**config.mk**
```make
export PLATFORM = sky130hd
export DESIGN_NAME = hpdmc_wrfeed
export DESIGN_NICKNAME = d
export VERILOG_FILES = /design/src/rtl/hpdmc_wrfeed_pkg.sv /design/src/rtl/hpdmc_wrfeed.sv
export SDC_FILE = /design/constraint.sdc
export NUM_CORES = 1
export LEC_CHECK = 0
export ABC_CLOCK_PERIOD_IN_PS = 1900
export BUFFER_PORTS_ARGS = -buffer_cell sky130_fd_sc_hd__clkbuf_2
export CORE_MARGIN = 1
export CORE_UTILIZATION = 41
export DETAILED_ROUTE_END_ITERATION = 12
export HOLD_SLACK_MARGIN = 0.02
export MAX_ROUTING_LAYER = met4
export PLACE_DENSITY = 0.74
export SLEW_MARGIN = 10
export SYNTH_ARGS = -nofsm -noshare
export SYNTH_HDL_FRONTEND = slang
export SYNTH_SLANG_ARGS = --single-unit
```
**constraint.sdc**
```tcl
create_clock -name sys_clk -period 1.9 [get_ports sys_clk]
set_input_delay 0.38 -clock sys_clk [delete_from_list [all_inputs] [get_ports sys_clk]]
set_output_delay 0.38 -clock sys_clk [all_outputs]
set_load 0.005 [all_outputs]
```
**src/rtl/hpdmc_wrfeed_pkg.sv**
```systemverilog
// Shared HPDMC definitions: write-feed FSM encoding, parameter limits and
// the DDR data-mask polarity.
package hpdmc_wrfeed_pkg;

    typedef enum logic [1:0] {
        WF_IDLE = 2'd0,
        WF_LAT  = 2'd1,
        WF_DATA = 2'd2
    } wf_state_t;

    localparam int WLAT_MIN  = 1;
    localparam int WLAT_MAX  = 15;
    localparam int BURST_MIN = 1;
    localparam int BURST_MAX = 8;
    localparam int CNT_W     = 4;

    // DDR DM pins are active-high masks: a 1 blocks the byte write.
    localparam logic       DM_MASKED = 1'b1;
    localparam logic [1:0] DM_IDLE   = {2{DM_MASKED}};

endpackage

```
**src/rtl/hpdmc_wrfeed.sv**
```systemverilog
// Write-data feeder for the HPDMC DDR controller: waits the write latency after
// a WRITE command, then streams BURST_WORDS words as two 16-bit DDR beats each.
module hpdmc_wrfeed
    import hpdmc_wrfeed_pkg::*;
#(
    parameter int WLAT        = 2,
    parameter int BURST_WORDS = 4
) (
    input  logic        sys_clk,
    input  logic        sys_rst,
    input  logic        wr_start,
    input  logic [31:0] wr_data,
    input  logic [3:0]  wr_mask,
    input  logic        wr_valid,
    output logic        wr_ready,
    output logic [15:0] dq_d0,
    output logic [15:0] dq_d1,
    output logic [1:0]  dm_d0,
    output logic [1:0]  dm_d1,
    output logic        dq_oe,
    output logic        dqs_oe,
    output logic        wr_done,
    output logic        wr_underrun,
    output logic        wr_overlap
);

    if (WLAT < WLAT_MIN || WLAT > WLAT_MAX) begin : g_bad_wlat
        $error("hpdmc_wrfeed: WLAT out of range");
    end
    if (BURST_WORDS < BURST_MIN || BURST_WORDS > BURST_MAX) begin : g_bad_burst
        $error("hpdmc_wrfeed: BURST_WORDS out of range");
    end

    localparam logic [CNT_W-1:0] LAT_LOAD   = CNT_W'(WLAT - 1);
    localparam logic [CNT_W-1:0] BEAT_LOAD  = CNT_W'(BURST_WORDS - 1);

    wf_state_t        state_q, state_d;
    logic [CNT_W-1:0] lat_q, lat_d;
    logic [CNT_W-1:0] beat_q, beat_d;
    logic [15:0]      dq0_q, dq0_d, dq1_q, dq1_d;
    logic [1:0]       dm0_q, dm0_d, dm1_q, dm1_d;
    logic             dq_oe_q, dq_oe_d;
    logic             dqs_oe_q, dqs_oe_d;
    logic             done_q, done_d;
    logic             under_q, under_d;
    logic             over_q, over_d;
    logic             launch, capture, last_cap, take;

    always_comb begin
        state_d  = state_q;
        lat_d    = lat_q;
        beat_d   = beat_q;
        over_d   = over_q;
        launch   = 1'b0;
        capture  = 1'b0;
        last_cap = 1'b0;

        case (state_q)
            WF_IDLE: launch = wr_start;
            WF_LAT: begin
                over_d = over_q | wr_start;
                lat_d  = lat_q - CNT_W'(1);
                if (lat_d == '0) begin
                    state_d = WF_DATA;
                    beat_d  = BEAT_LOAD;
                end
            end
            WF_DATA: begin
                capture = 1'b1;
                if (beat_q == '0) begin
                    last_cap = 1'b1;
                    state_d  = WF_IDLE;
                    launch   = wr_start;
                end else begin
                    beat_d = beat_q - CNT_W'(1);
                    over_d = over_q | wr_start;
                end
            end
            default: state_d = WF_IDLE;
        endcase

        // The latency count is consumed on the decrement, so WLAT=1 skips LAT entirely.
        if (launch) begin
            if (LAT_LOAD == '0) begin
                state_d = WF_DATA;
                lat_d   = '0;
                beat_d  = BEAT_LOAD;
            end else begin
                state_d = WF_LAT;
                lat_d   = LAT_LOAD;
            end
        end

        take     = capture & wr_valid;
        dq0_d    = take ? wr_data[31:16] : 16'h0000;
        dq1_d    = take ? wr_data[15:0]  : 16'h0000;
        dm0_d    = take ? ~wr_mask[3:2]  : DM_IDLE;
        dm1_d    = take ? ~wr_mask[1:0]  : DM_IDLE;
        dq_oe_d  = capture;
        dqs_oe_d = capture | (state_d == WF_DATA);
        done_d   = last_cap;
        under_d  = under_q | (capture & ~wr_valid);
    end

    always_ff @(posedge sys_clk) begin
        if (sys_rst) begin
            state_q  <= WF_IDLE;
            lat_q    <= '0;
            beat_q   <= '0;
            dq0_q    <= 16'h0000;
            dq1_q    <= 16'h0000;
            dm0_q    <= DM_IDLE;
            dm1_q    <= DM_IDLE;
            dq_oe_q  <= 1'b0;
            dqs_oe_q <= 1'b0;
            done_q   <= 1'b0;
            under_q  <= 1'b0;
            over_q   <= 1'b0;
        end else begin
            state_q  <= state_d;
            lat_q    <= lat_d;
            beat_q   <= beat_d;
            dq0_q    <= dq0_d;
            dq1_q    <= dq1_d;
            dm0_q    <= dm0_d;
            dm1_q    <= dm1_d;
            dq_oe_q  <= dq_oe_d;
            dqs_oe_q <= dqs_oe_d;
            done_q   <= done_d;
            under_q  <= under_d;
            over_q   <= over_d;
        end
    end

    assign wr_ready    = (state_q == WF_DATA);
    assign dq_d0       = dq0_q;
    assign dq_d1       = dq1_q;
    assign dm_d0       = dm0_q;
    assign dm_d1       = dm1_q;
    assign dq_oe       = dq_oe_q;
    assign dqs_oe      = dqs_oe_q;
    assign wr_done     = done_q;
    assign wr_underrun = under_q;
    assign wr_overlap  = over_q;

endmodule

```
; ---- Word-level counts from Yosys, hierarchy flattened
; Index checks and enable logic that the tools add are counted.
[op_classes]
bitwise = 10
n_shift = 0
eq_ne = 5
addsub = 2
n_mul = 0
order_cmp = 0
n_mux = 15
n_reduce_logical = 10
div = 0
[op_table]
columns = operator, count
row1 = $logic_not 4->1, 2
row2 = $mux 4, 2
row3 = $pmux 4 s2, 1
row4 = $sub 4x1->4 const B, 2
row5 = $mux 1, 6
row6 = $mux 2, 3
row7 = $pmux 2 s3, 1
row8 = $reduce_or 2->1, 3
row9 = $eq 2x2->1 const B, 2
row10 = $ne 2x2->1 const B, 2
row11 = $not 2->2, 2
row12 = $pmux 1 s2, 2
row13 = $reduce_bool 2->1, 2
row14 = $not 1->1, 3
row15 = $or 1x1->1, 3
row16 = $reduce_and 3->1, 1
row17 = $and 1x1->1, 2
row18 = $eq 2x1->1 const B, 1
row19 = $logic_not 2->1, 1
row20 = $reduce_and 2->1, 1
[word_totals]
input_bits = 40
romBits = 0
latch_bits = 0
ramBits = 0
ff_bits = 51
word_cells = 55
out_inout_bits = 42
mem_count = 0

; ---- Logic depth before layout (Yosys ltp)
; Gate-level depths: netlist (run 1).
[depth]
depth_word = 7
depth_mapped = 7
depth_no_buf = 7

; ---- Least setup slack after synthesis (run 1)
; Ideal clock, no wire load.
[synth_timing]
kind = register to register
startpoint = register state_q[0]
endpoint = register beat_q[3]
synth_period_minus_slack_ns = 1.786
arrival_time_ns = 1.716
setup_slack_ns = 0.114
n_path_buf = 0
stages_incl_launch_ff = 8
setup_ns = 0.071
required_time_ns = 1.829
cell_sequence = dfxtp_1 inv_1 ha_1 nor4bb_1 nor2b_1 o21ai_1 or4_1 a21oi_1
[synth_between]
elab_chain_len = 3
elab_cells_between_ends = 7
cone_classes = eq/ne (4) / mux (1) / reduce/logical (2)
[synth_lines]
columns = element, line
row1 = "start, declared", hpdmc_wrfeed.sv:37  ; wf_state_t state_q, state_d;
row2 = "start signal, assigned", hpdmc_wrfeed.sv:120  ; state_q <= state_d;
row3 = $eq 2x2->1 *, -
row4 = net wr_ready, hpdmc_wrfeed.sv:15  ; output logic wr_ready,
row5 = $ne 2x2->1 (no source line) or $reduce_bool 2->1 (tied branches), -
row6 = $reduce_and 3->1 (no source line), -
row7 = "end signal, assigned", hpdmc_wrfeed.sv:122  ; beat_q <= beat_d;
row8 = "end, declared", hpdmc_wrfeed.sv:39  ; logic [CNT_W-1:0] beat_q, beat_d;
; The timed path passes the listed nets; every way through them passes the cells marked *.
; A chain may end at the register's enable or synchronous reset.

; ---- Worst setup path in the final report (run 1)
[layout_timing]
startpoint = register beat_q[0]
endpoint = register state_q[0]
[layout_between]
elab_chain_len = 4
elab_cells_between_ends = 6
cone_classes = mux (5) / reduce/logical (1)
[layout_lines]
columns = element, line
row1 = $logic_not 4->1 *, hpdmc_wrfeed.sv:70  ; if (beat_q == '0) begin
row2 = $mux 2 or $mux 1 (tied branches), hpdmc_wrfeed.sv:70
row3 = $pmux 2 s3 or $pmux 1 s2 (tied branches), hpdmc_wrfeed.sv:58  ; case (state_q)
row4 = $mux 2 *, hpdmc_wrfeed.sv:83  ; if (launch) begin
; Every way passes the cells marked *; elsewhere a longest branch is shown, timed or not.

==> results.txt, run 1 <==
Area growth syn-to-layout: 36.94%
Final Hold Violating Endpoints: 0
CP max stage delay: 0.36 ns
Post-synth EDFFs: 0
Hold/Removal Path Class: in2reg
CP delay by family, top: simple AND/OR/NAND/NOR gates
Minimum clock period: 1.778 ns
Worst path cell trace: inv_1 > ha_1 > nor3b_4 > mux2_2 > a32oi_1 > o311ai_1 > nor2b_1
Ant diodes: 0
#FFs+latches synth: 51
Remaining Overflow, GRT: 0
Mapped Cells: 173
Die Ht: 67.74 um
Final antenna-violating net count: 0
Setup Viol. Count Final: 0
Seq/Total Area, Yosys: 0.5763
Vias in the first global route: 1,258
Syn Area/Cell: 10.24 sq um
Port buffer count: 81
Initial detailed-routing violation count: 70
Gr usage total: 0.1630
Postcts setup bufs: 0
Sw frac: 0.2439
First-pass GRT wire length: 5223 um
Die Span X: 67.74 um
Initial antenna violation count: 0
Fraction of layout cells with a size suffix above 1: 0.3895
Required @ worst endpoint: 2.09 ns
DRT Wirelength: 3427 um
CP Capture Type: register
TritonCTS buffer count: 5
# rows: 23
PnR Total Power: 2.020 mW
Post-synth top cells: dfxtp_1, and2_1, inv_1, nor2_1, nand2_1
Pwr/cell area: 832.5 nW/um^2
Max-slew headroom: 0.7037
CTS sink cnt: 51
Max cap viols: 0
Syn_nets: 221
Total core area: 4086 sq um
Wirelength per Cell: 10.81 um
Slew Limit Fails: 0
Count leader, synth: dfxtp_1
Largest net degree at the start of global routing: 37
Leakage: 1.154 nW
Critical path class: reg2reg
Post-Place Worst Slack: -0.01260 ns
Clock-pin slew on the worst setup and hold paths: 0.09 ns
CTS root buffer: clkbuf_8
Filler cells: 372
Clk pwr share: 0.320
Crit-path max FO: 4
Fmax: 562.3 MHz
CTS tree: yes
Buf+Inv Stages, Crit Path: 1
Die ar.: 4588 sq um
Final worst path period share: 0.9359
Average vias per placed instance: 4.549
Sequential Power Share: 0.548
Startpoint type of the worst setup path: register
Yosys Warn Count: 0
Maximum buffer depth of the clock tree: 2
Comb pwr share: 0.132
Yosys cell types: 33
Starting Density: 0.4336
Final Wtd Congestion: 0.8635
Worst path slowest cell: mux2_2
Io pins: 82
Final nets: 314
Synth async-reset ratio: 0
Mapped Area: 1772 sq um
Status: complete, no violations
H-tree depth: 2
Post-CTS Hold Buffers: 0
Skew final: 0.006229 ns
DRT Pass-1 Iters: 4
VDD IR max: 0.0005520 V
Hpwl dp: 2627 um
Worst Slack Setup Final: 0.1217 ns
Largest area contributor in the netlist: dfxtp_1
Yosys top cell area share: 0.5763
DRC viols: 0
Clk_lat worst skew: 0.30 ns
Vias: 1,442
Measured slew at the worst slew-check pin: 0.4385 ns
Ys flop type: dfxtp_1
Top cells by area, synth: dfxtp_1, and2_1, ha_1
CP Data Arrival Time: 1.97 ns
Net switching power figure: 0.4927 mW
Pint: 1.527 mW
==> per-stage QoR <==
stage                     utilization  area, sq um  std cells   TNS (ns)  hold WS [ns]
after global routing           0.5937         2426        317  -0.002285        0.1999
after CTS                      0.5894         2409        317          0        0.2078
after floorplan                     -         1772        173          0        0.4419
final                          0.5937         2426        317          0        0.2172
after detailed placement       0.5640         2305        309   -0.01260        0.4649
after global placement         0.5640         2305        309          0        0.4517
==> per-layer routing <==
layer  wire (um)  track usage  share of wire  vias to the layer above
li1            -            -              -                      753
met1        1478       0.1893           0.43                      623
met2        1654       0.2450           0.48                       59
met3         208      0.04561          0.061                        7
met4          85       0.1037          0.025                        0
met5           0            -              0                        -
==> cell usage in the layout (no fill, tap or decap), types with 2 or more instances in the layout <==
master    Yosys  final
inv_1        10     10
nand2_1       9      9
xnor2_1       2      2
a21oi_1       5      5
dfxtp_1      51     50
nand2b_1      3      3
nor2_1       10     10
clkbuf_8      0      6
ha_1          8      8
a211oi_1      3      3
o21ai_0       5      5
nor3_1        4      4
nor2b_1       4      4
and2_1       35     35
buf_4         0      8
or3_1         2      2
clkbuf_2      0     81
==> power groups by stage <==
stage | sequential, mW | combinational, mW | clock [mW]
after floorplan | 1.13 | 0.144 | 0
after global placement | 1.13 | 0.248 | 0
after detailed placement | 1.13 | 0.250 | 0
after CTS | 1.11 | 0.253 | 0.674
after global routing | 1.11 | 0.298 | 0.718
final | 1.11 | 0.267 | 0.647
==> layout make-up <==
type                            count  area [sq um]  area share
Multi-Input combinational cell    108         719.4      0.2965
Clock inverter                      2         16.27    0.006704
Timing Repair Buffer               90         485.5      0.2001
Clock buffer                        6         82.58     0.03404
Sequential cell                    51          1022      0.4214
Inverter                           10         37.54     0.01547
Tap cell                           50         62.56     0.02579
==> path summary, 6_finish.rpt <==
check                           startpoint         end  slack, ns  cells after the start
worst max-delay path             beat_q[0]  state_q[0]       0.12                      7
worst min register to register  wr_overlap  wr_overlap       0.48                      2
worst max register to register   beat_q[0]  state_q[0]       0.12                      7
worst min-delay path            wr_mask[1]    dm_d1[1]       0.22                      2
==> state kept, by name (all words and copies together) (netlist names) <==
signal,count
wr_done,1
dq_oe,1
state_q,2
wr_underrun,1
dq_d0,16
dqs_oe,1
dm_d0,2
lat_q,4
beat_q,4
dq_d1,16
wr_overlap,1
dm_d1,2
==> what timing repair did <==
action	4_1_cts	5_1_grt
hold endpoints to repair	0	0
gates cloned	0	0
endpoints found under the setup margin	1	5
resized for setup	1	5
==> kinds of logic (layout without fill, tap and decap cells) <==
kind of cell | count (synthesis) | after routing | share of synthesized area
XOR/XNOR | 2 | 2 | 0.009889
flip-flops | 51 | 51 | 0.5763
AO/OA/AOI/OAI | 22 | 22 | 0.07910
AND/OR/NAND/NOR | 75 | 75 | 0.2422
adder cells (fa/ha/maj) | 8 | 8 | 0.05650
buffers and inverters | 14 | 108 | 0.02966
multiplexers | 1 | 1 | 0.006355
Note: power is estimated with default switching activity, not from simulation.
==> run 2, diff against run 1 <==
--- a/config.mk
+++ b/config.mk
@@ -5,7 +5,7 @@
 export SDC_FILE = /design/constraint.sdc
 export NUM_CORES = 1
 export LEC_CHECK = 0
-export ABC_CLOCK_PERIOD_IN_PS = 1900
+export ABC_CLOCK_PERIOD_IN_PS = 1500
 export BUFFER_PORTS_ARGS = -buffer_cell sky130_fd_sc_hd__clkbuf_2
 export CORE_MARGIN = 1
 export CORE_UTILIZATION = 41
==> constraint.sdc (replaced) <==
create_clock -name sys_clk -period 1.5 [get_ports sys_clk]
set_input_delay 0.075 -clock sys_clk [delete_from_list [all_inputs] [get_ports sys_clk]]
set_output_delay 0.075 -clock sys_clk [all_outputs]
set_load 0.005 [all_outputs]
==> run 2 against run 1 <==
Compared with the run above: the flow now finishes with violations (setup timing); sequential cell count unchanged; critical endpoint is now beat_q[3]; via count increased by 24%; design area increased by 35%; die area unchanged; count of clock-buffer cells in the layout decreased by 1; sequential share of layout area decreased by 11 points; worst setup slack got worse by 0.33 ns; utilization increased by 21 points; clock skew increased by 0.0021 ns.
==> results.txt, run 2 (synthesis results as in run 1) <==
Status: finished with violations
Failing checks: setup timing
Leakage: 1.505 nW (+30%)
VDD IR max: 0.0007394 V (+34%)
# rows: 23 (unchanged)
Remaining Overflow, GRT: 0 (unchanged)
Wirelength per Cell: 14.57 um (+35%)
Largest net degree at the start of global routing: 16 (-57%)
M3 GR Usage: 0.06757 (+0.02196)
Minimum clock period: 1.706 ns (-0.07251 ns)
Skew final: 0.008295 ns (+0.002066 ns)
Ant diodes: 0 (unchanged)
RSZ-0062 raised after global routing: true
Busiest grt layer: met2
Maximum buffer depth of the clock tree: 2 (unchanged)
Slew Limit Fails: 0 (unchanged)
Clk_lat worst skew: 0.30 ns (about the same)
Io pins: 82 (unchanged)
Worst Slack Setup Final: -0.2058 ns (-0.3275 ns)
Crit-path max FO: 4 (unchanged)
CTS sink cnt: 51 (unchanged)
Worst path cell trace: buf_4 > o21a_4 > nor4_4 > o21ai_4 > or4_4 > a21oi_2
Most common cell after layout, fill and taps aside: clkbuf_2
Die ar.: 4588 sq um (unchanged)
PnR Total Power: 3.032 mW (+50%)
Clock-pin slew on the worst setup and hold paths: 0.09 ns (about the same)
Port buffer count: 81 (unchanged)
Starting Density: 0.4336 (unchanged)
Vias in the first global route: 1,862 (+48%)
DRT Wirelength: 5537 um (+62%)
Register-to-register setup slack: -0.21 ns (-0.33 ns)
Reg-to-Reg Start: lat_q[1]
Area growth syn-to-layout: 84.53%
Average vias per placed instance: 4.703 (+3.4%)
H-tree depth: 2 (unchanged)
Final nets: 378 (+20%)
Die Ht: 67.74 um (unchanged)
Initial antenna violation count: 0 (unchanged)
Final antenna-violating net count: 0 (unchanged)
Final Hold Violating Endpoints: 0 (unchanged)
Filler cells: 250 (-33%)
Final Wtd Congestion: 0.9360 (+8.4%)
Final worst path period share: 1.137 (+0.2012)
CTS root buffer: clkbuf_8
Hpwl dp: 2927 um (+11%)
CP Capture Type: register
M1 GR Usage: 0.2707 (+0.08136)
CTS tree: yes
Initial detailed-routing violation count: 66 (-5.7%)
Max cap viols: 0 (unchanged)
Startpoint type of the worst setup path: register
Min-delay src: sys_rst
DRT Pass-1 Iters: 4 (unchanged)
CP max stage delay: 0.43 ns (+0.07 ns)
DRC viols: 0 (unchanged)
Multi-input logic area: 943.4 sq um (+31%)
Setup Viol. Count Final: 7 (+7)
Critical path class: reg2reg
Die Span X: 67.74 um (unchanged)
First-pass GRT wire length: 8273 um (+58%)
Fmax: 586.2 MHz (+4.3%)
Total core area: 4086 sq um (unchanged)
Vias: 1,787 (+24%)
Worst path slowest cell: or4_4
Commonest non-fill, non-tap cells in the layout: clkbuf_2, dfxtp_1, dlygate4sd3_1
Gr usage total: 0.2573 (+0.09426)
Max-slew headroom: 0.7687 (+0.06497)
Required @ worst endpoint: 1.74 ns (-0.35 ns)
Pwr/cell area: 927.3 nW/um^2 (+11%)
Fraction of layout cells with a size suffix above 1: 0.5030 (+0.1135)
CP delay by family, top: simple AND/OR/NAND/NOR gates
Register area: 1031 sq um (+0.86%)
Hold/Removal Path Class: in2reg
Grt met2 use: 0.4703 (+0.2252)
Critical path origin: lat_q[1]
CP Data Arrival Time: 1.95 ns (-0.02 ns)
TritonCTS buffer count: 5 (unchanged)
Fin util: 0.8001 (+0.2064)
Buf+Inv Stages, Crit Path: 1 (unchanged)
Measured slew at the worst slew-check pin: 0.3451 ns (-0.09335 ns)
-- run 2: changes by cell type in the layout (fill, tap and decap cells not counted), sizes merged --
cell / before / now
inv: 10 / 11
buf: 9 / 37
clkinv: 1 / 0
bufinv: 0 / 1
clkbuf: 87 / 86
clkinvlp: 1 / 0
dlygate4sd3: 0 / 36
-- run 2: timing repair --
item,in CTS,in global routing
hold endpoints to repair,36,0
hold buffers,36,0
pin swaps,5,2
setup endpoints to repair,48,48
setup buffers,4,2
resized for setup,37,26
gates cloned,4,0
-- run 2: worst paths after layout --
check	endpoint	depth (start not counted)
worst max register to register	beat_q[3]	6
worst min-delay path	state_q[0]	2
worst min register to register	wr_underrun	2
worst max-delay path	beat_q[3]	6
-- run 2: layout make-up --
cell class	count	share of cell area
clock inverters	2	0.01110
flip-flops and latches	51	0.3153
repair buffers	154	0.3310
clock buffers	5	0.02105
inverters	10	0.01378
multi-input cells	108	0.2886
well taps	50	0.01914
-- run 2: worst register-to-register path, cell delays in order (launching register included) --
cell,delay (ns)
dfxtp_2,0.34
buf_4,0.15
o21a_4,0.23
nor4_4,0.26
o21ai_4,0.12
or4_4,0.43
a21oi_2,0.13
-- run 2: layer usage --
metal	wire length (um)	up-vias
li1	-	882
met1	2202	842
met2	3003	59
met3	293	4
met4	38	0
met5	0	-
-- run 2: power by group --
group          switching (mW)  internal (mW)
Combinational           0.297          0.379
Sequential             0.0269           1.39
Clock                   0.453          0.490
Total                   0.777           2.26
-- run 2: per-stage QoR --
stage	worst slack [ns]	setup TNS, ns	hold slack (ns)	instances	instance area (sq um)
6_report	-0.2058	-0.9117	0.03248	380	3269
5_1_grt	-0.2688	-1.448	0.03919	380	3269
4_1_cts	-0.2030	-0.9437	0.02875	378	3152
3_5_place_dp	-0.2612	-4.573	0.2270	327	2470
3_3_place_gp	-0.2330	-2.742	0.2257	327	2470
2_1_floorplan	-0.1600	-0.5282	0.1369	173	1815
